===== config.mk =====
export PLATFORM = sky130hd
export DESIGN_NAME = directory_request_sequencer
export DESIGN_NICKNAME = d
export VERILOG_FILES = /design/src/rtl/directory_request_sequencer.sv
export SDC_FILE = /design/constraint.sdc
export NUM_CORES = 1
export LEC_CHECK = 0
export CAP_MARGIN = 20
export CORE_UTILIZATION = 54
export DETAILED_ROUTE_END_ITERATION = 8
export PLACE_DENSITY = 0.79
export REMOVE_ABC_BUFFERS = 1
export SKIP_LAST_GASP = 1
export SLEW_MARGIN = 0
export SYNTH_ARGS = -nofsm -noshare
export SYNTH_HDL_FRONTEND = slang
export SYNTH_SLANG_ARGS = --single-unit

===== constraint.sdc =====
create_clock -name clock -period 2.6 [get_ports clock]
set_input_delay 0.39 -clock clock [delete_from_list [all_inputs] [get_ports clock]]
set_output_delay 0.39 -clock clock [all_outputs]
set_load 0.01 [all_outputs]

===== src/rtl/directory_request_sequencer.sv =====
// Per-node request queues feeding an MSI directory; grant->lookup->update->reply is 4 cycles after push, plus 1 + ack wait for remote actions.
// req_ready drops while a node queue is full (no same-cycle bypass); REMOTE_TIMEOUT_EN bounds the remote ack wait to 15 cycles.
module directory_request_sequencer #(
    parameter int NUM_BLOCKS = 4,
    parameter int ADDR_W     = 2,
    parameter int FIFO_DEPTH = 2
) (
    input  logic                  clock,
    input  logic                  reset_n,
    input  logic [1:0]            req_valid,
    output logic [1:0]            req_ready,
    input  logic [3:0]            req_type,
    input  logic [2*ADDR_W-1:0]   req_addr,
    output logic                  dir_requester,
    output logic                  dir_read_miss,
    output logic                  dir_write_miss,
    output logic                  dir_write_back,
    output logic [1:0]            dir_state,
    output logic [3:0]            dir_sharers,
    input  logic [1:0]            dir_new_state,
    input  logic [3:0]            dir_new_sharers,
    input  logic                  dir_fetch,
    input  logic                  dir_invalidate,
    input  logic                  dir_reply,
    output logic                  remote_fetch,
    output logic                  remote_inval,
    output logic                  remote_node,
    output logic [ADDR_W-1:0]     remote_addr,
    input  logic                  remote_ack,
    output logic                  reply_valid,
    output logic                  reply_node,
    output logic [ADDR_W-1:0]     reply_addr,
    output logic                  busy
`ifdef REMOTE_TIMEOUT_EN
    ,
    output logic                  remote_timeout
`endif
);

    localparam int PW = $clog2(FIFO_DEPTH);
    localparam int EW = 2 + ADDR_W;
    localparam int unsigned NB = NUM_BLOCKS;
    localparam logic [PW:0] FULL_CNT = (PW+1)'(FIFO_DEPTH);

    typedef enum logic [2:0] {IDLE, LOOKUP, REMOTE, UPDATE, REPLY} state_t;

    state_t              state;
    logic [EW-1:0]       fifo_mem [2][FIFO_DEPTH];
    logic [PW-1:0]       wr_ptr [2];
    logic [PW-1:0]       rd_ptr [2];
    logic [PW:0]         count  [2];
    logic [1:0]          push, pop, nonempty;
    logic                grant_vld, grant_node, rr_ptr;
    logic [EW-1:0]       head;

    logic                node_q;
    logic [1:0]          type_q;
    logic [ADDR_W-1:0]   addr_q;
    logic [1:0]          new_state_q;
    logic [3:0]          new_sh_q;
    logic                fetch_q, inval_q, reply_q;
    logic [1:0]          tbl_state [NUM_BLOCKS];
    logic [3:0]          tbl_sh    [NUM_BLOCKS];
    logic                in_range, need_remote;
    logic [1:0]          entry_state;
    logic [3:0]          entry_sh;
`ifdef REMOTE_TIMEOUT_EN
    logic [3:0]          to_cnt;
`endif

    always_comb begin
        for (int n = 0; n < 2; n++) begin
            req_ready[n] = (count[n] != FULL_CNT);
            nonempty[n]  = (count[n] != '0);
            push[n]      = req_valid[n] & req_ready[n] & (req_type[2*n +: 2] != 2'b11);
        end
    end

    // Round-robin pointer only matters when both queues hold work.
    assign grant_vld  = (state == IDLE) & (|nonempty);
    assign grant_node = (&nonempty) ? rr_ptr : nonempty[1];
    assign pop[0]     = grant_vld & ~grant_node;
    assign pop[1]     = grant_vld & grant_node;
    assign head       = fifo_mem[grant_node][rd_ptr[grant_node]];

    always_ff @(posedge clock) begin
        for (int n = 0; n < 2; n++) begin
            if (push[n])
                fifo_mem[n][wr_ptr[n]] <= {req_type[2*n +: 2], req_addr[ADDR_W*n +: ADDR_W]};
        end
    end

    always_ff @(posedge clock or negedge reset_n) begin
        if (!reset_n) begin
            for (int n = 0; n < 2; n++) begin
                wr_ptr[n] <= '0;
                rd_ptr[n] <= '0;
                count[n]  <= '0;
            end
        end else begin
            for (int n = 0; n < 2; n++) begin
                if (push[n]) wr_ptr[n] <= wr_ptr[n] + 1'b1;
                if (pop[n])  rd_ptr[n] <= rd_ptr[n] + 1'b1;
                if (push[n] && !pop[n])      count[n] <= count[n] + 1'b1;
                else if (!push[n] && pop[n]) count[n] <= count[n] - 1'b1;
            end
        end
    end

    // Blocks beyond the table read as UNCACHED and are never written.
    assign in_range    = (32'(addr_q) < NB);
    assign entry_state = in_range ? tbl_state[addr_q] : 2'b01;
    assign entry_sh    = in_range ? tbl_sh[addr_q]    : 4'b0000;
    assign need_remote = (dir_fetch | dir_invalidate) & (node_q ? entry_sh[0] : entry_sh[1]);

    always_ff @(posedge clock or negedge reset_n) begin
        if (!reset_n) begin
            state       <= IDLE;
            rr_ptr      <= 1'b0;
            node_q      <= 1'b0;
            type_q      <= 2'b00;
            addr_q      <= '0;
            new_state_q <= 2'b00;
            new_sh_q    <= 4'b0000;
            fetch_q     <= 1'b0;
            inval_q     <= 1'b0;
            reply_q     <= 1'b0;
            for (int b = 0; b < NUM_BLOCKS; b++) begin
                tbl_state[b] <= 2'b01;
                tbl_sh[b]    <= 4'b0000;
            end
`ifdef REMOTE_TIMEOUT_EN
            to_cnt         <= 4'd0;
            remote_timeout <= 1'b0;
`endif
        end else begin
            case (state)
                IDLE: if (grant_vld) begin
                    node_q <= grant_node;
                    type_q <= head[EW-1 -: 2];
                    addr_q <= head[ADDR_W-1:0];
                    if (&nonempty) rr_ptr <= ~rr_ptr;
                    state  <= LOOKUP;
                end
                LOOKUP: begin
                    new_state_q <= dir_new_state;
                    new_sh_q    <= dir_new_sharers;
                    fetch_q     <= dir_fetch;
                    inval_q     <= dir_invalidate;
                    reply_q     <= dir_reply;
`ifdef REMOTE_TIMEOUT_EN
                    to_cnt      <= 4'd0;
`endif
                    state       <= need_remote ? REMOTE : UPDATE;
                end
                REMOTE: begin
                    if (remote_ack) begin
                        state <= UPDATE;
`ifdef REMOTE_TIMEOUT_EN
                    end else if (to_cnt == 4'd14) begin
                        remote_timeout <= 1'b1;
                        state          <= UPDATE;
                    end else begin
                        to_cnt <= to_cnt + 4'd1;
`endif
                    end
                end
                UPDATE: begin
                    if (in_range && new_state_q != 2'b00) begin
                        tbl_state[addr_q] <= new_state_q;
                        tbl_sh[addr_q]    <= new_sh_q;
                    end
                    state <= reply_q ? REPLY : IDLE;
                end
                REPLY:   state <= IDLE;
                default: state <= IDLE;
            endcase
        end
    end

    always_comb begin
        dir_requester  = node_q;
        dir_read_miss  = (state == LOOKUP) && (type_q == 2'b00);
        dir_write_miss = (state == LOOKUP) && (type_q == 2'b01);
        dir_write_back = (state == LOOKUP) && (type_q == 2'b10);
        dir_state      = (state == LOOKUP) ? entry_state : 2'b01;
        dir_sharers    = (state == LOOKUP) ? entry_sh : 4'b0000;
        remote_fetch   = (state == REMOTE) & fetch_q;
        remote_inval   = (state == REMOTE) & inval_q;
        remote_node    = (state == REMOTE) & ~node_q;
        remote_addr    = (state == REMOTE) ? addr_q : '0;
        reply_valid    = (state == REPLY);
        reply_node     = (state == REPLY) & node_q;
        reply_addr     = (state == REPLY) ? addr_q : '0;
        busy           = (state != IDLE);
    end

endmodule

==> flow_summary.yaml <==
outcome:
  outcome: "finished clean"
cts:
  cts_sinks: 66
  cts_inserted_buffers: 9
  tritoncts: "yes"
  ctsHoldBuffers: 0
  clk_latency_ns: 0.34
  clkSlewWorstSetupHoldPaths_ns: 0.07
  h-tree-depth: 3
  cts_setup_buffers: 0
  cts_root_buffer: "clkbuf_8"
  cts_buffer_depth: 2
pwr:
  clkPwrFrac: 0.205
  netSwitchingFraction: 0.327
  vdd_drop_max_mv: 0.650
  cellPowerDensity_nw_per_um2: 1310
  internal-power_w: 0.00335
  p_sw_w: 0.00163
  p_seq_frac: 0.396
  p_comb_frac: 0.399
  leakagePower_nw: 1.56
yosys:
  synth_cell_types: 37
  synth_seq_cells: 66
  async_flop_share: 0.758
  synth_largest_area_cell: "dfrtp_1"
  synth_common_cells: "dfrtp_1 (46), mux2_2 (37), edfxtp_1 (16)"
  synth_edf_count: 16
  synthTopCellsByArea: "dfrtp_1 (38%), edfxtp_1 (16%), mux2_2 (14%)"
  netlist.area_leader.share: 0.377
  ys_seq_area_frac: 0.568
  synth_top_flop_cell: "dfrtp_1"
  syn_inst: 210
  yosys_warnings: 0
  syn_avg_cell_area_um2: 14.5
  synth_most_common_cell: "dfrtp_1"
  synth_area_um2: 3060
critical_path:
  start_kind: "flip-flop"
  crit_path_max_incr_delay_ns: 0.64
  worst_path_max_delay_cell: "dfrtp_1"
  worstSetupEndpointType: "output port"
  worstSetupPathType: "reg2out"
  crit_path_max_fanout: 14
  arrival_ns: 2.11
  required_ns: 2.21
  crit_chain: "nand2_2 -> nor3b_1 -> clkdlybuf4s50_1"
timing:
  final.setup.tns_ns: 0
  slew_headroom: 0.587
  worst_hold_slack_ns: 0.151
  fin_crit_sh: 0.961
  max_freq_ghz: 0.400
  skew_ns: 0.00745
  fin_crit_ns: 2.50
  worstMarginPinSlew_ns: 0.620
  hold_violations: 0
  postLayoutSetupSlackWorst_ns: 0.103
  setup_viol: 0
  maxSlewViolCount: 0
  rsz0062_at_grt: "no"
cells_and_area:
  n_antenna_cell: 0
  fin_cells: 337
  final_area_um2: 3800
  fillers: 407
  areaGrowthSynthToFinish_pct: 24.5
  drive_gt1_frac: 0.306
  layout.nets: 284
grt:
  first_global_vias: 1836
  grt_max_degree: 51
  grt_pass1_wl_um: 9310
  grt_util_all_layers: 0.211
  grt.overflow.total: 0
  antenna_found_initial: 0
routing:
  vias: 1807
  drt_iter0_markers: 97
  drc: 0
  drt_pass1_iterations: 4
  wire_per_inst_um: 16.3
  ant_nets: 0
  routed_wl_um: 5490
  post_drt_via_cell_ratio: 5.36
placed_design:
  placed_cell_area_um2: 3560
  numPortBuffers: 43
  dp_slack_ns: 0.319
  gp_congestion: 0.745
  place_hpwl_um: 3860
  dp.cells: 321
die:
  die_area_um2: 5960
  die_w_um: 77.2
  io_pins: 44
  start_util: 0.558
  die_y_um: 77.2
  core_area_um2: 5470
  row_count: 27
hold_path:
  hp-class: "in2async"
flow_run:
  maxCapViolCount: 0
## timing repair
action,in CTS,in global routing
gates resized for setup,1,1
pin swaps,0,0
hold endpoints to repair,0,0
endpoints found under the setup margin,4,6
## layout by cell type (no fill, tap or decap), types with 2 or more instances in the layout
| cell | n |
|---|---|
| and3_1 | 6 |
| clkinv_2 | 2 |
| dfstp_2 | 4 |
| clkinv_4 | 2 |
| buf_4 | 6 |
| clkdlybuf4s50_1 | 42 |
| bufinv_16 | 3 |
| o21ai_0 | 2 |
| xor2_1 | 5 |
| mux2i_1 | 14 |
| clkbuf_8 | 9 |
| mux2_2 | 37 |
| nand3_1 | 2 |
| nor3b_4 | 2 |
| xnor2_1 | 7 |
| nor3b_1 | 2 |
| edfxtp_1 | 16 |
| nand2b_1 | 3 |
| nand2_2 | 2 |
| and2_1 | 10 |
| inv_1 | 5 |
| ha_1 | 2 |
| nor3_1 | 3 |
| nor2_1 | 9 |
| dfrtp_1 | 45 |
| mux4_2 | 7 |
| nand2_1 | 4 |
## final cells by class
cell class / count / area (um^2) / share of cell area
timing repair buffer: 49 / 470 / 0.124
sequential: 66 / 1740 / 0.457
tap: 72 / 90.1 / 0.0237
inverter: 5 / 18.8 / 0.00493
clock buffer: 9 / 124 / 0.0326
multi-input combinational: 129 / 1250 / 0.328
clock inverter: 7 / 118 / 0.0309
## power groups by stage
stage	Sequential, W	Combinational [W]	Clock (W)
floorplan	0.00191	0.00135	0
global placement	0.00196	0.00194	0
finish	0.00197	0.00199	0.00102
detailed placement	0.00197	0.00199	0
global route	0.00204	0.00216	0.00109
CTS	0.00196	0.00201	0.00104
## worst max-delay path: cells and delay by family (launching register included)
family / cells / cell delay (ns)
AND/OR/NAND/NOR: 2 / 0.55
buffers and inverters: 1 / 0.57
flip-flops: 1 / 0.64
## sequential cells by signal, indices dropped and copies added, names as in the netlist
name and count:
tbl_sh 16, new_state_q 2, count 4, tbl_state 8, inval_q 1, wr_ptr 2, new_sh_q 4, reply_q 1
fetch_q 1, fifo_mem 16, dir_requester 1, rd_ptr 2, rr_ptr 1, state 3, type_q 2, addr_q 2
## layer usage
layer	up-vias	track usage	share of wire
li1	855	-	-
met4	0	0.121	0.023
met2	40	0.296	0.46
met3	9	0.0333	0.031
met5	-	0	0
met1	903	0.313	0.49
## cells by family after synthesis
logic type                 Yosys count  synth area share
xor gates and xnor gates            12            0.0344
buffers and inverters               15            0.0246
muxes                               58             0.234
adders and majority gates            2           0.00819
DFF                                 66             0.568
AOI/OAI and AO/OA                    9            0.0311
and+or+nand+nor                     48            0.0995
## stage by stage
stage                     utilization  total power (W)
final                           0.695          0.00498
after global routing            0.695          0.00528
after CTS                       0.695          0.00502
after detailed placement        0.650          0.00397
after global placement          0.650          0.00390
after floorplan                     -          0.00325
## final timing paths
| check | startpoint | end | slack, ns | depth (start not counted) |
|---|---|---|---|---|
| max reg2reg | state[0] | count[1] | 0.47 | 6 |
| min | reset_n | tbl_state[5] | 0.15 | 2 |
| min in group clock | rr_ptr | rr_ptr | 0.49 | 1 |
| max | state[0] | dir_write_back | 0.10 | 3 |
| min reg2reg | rr_ptr | rr_ptr | 0.49 | 1 |
| max in group asynchronous | reset_n | addr_q[0] | 2.01 | 2 |
Note: power is estimated with default switching activity, not from simulation.
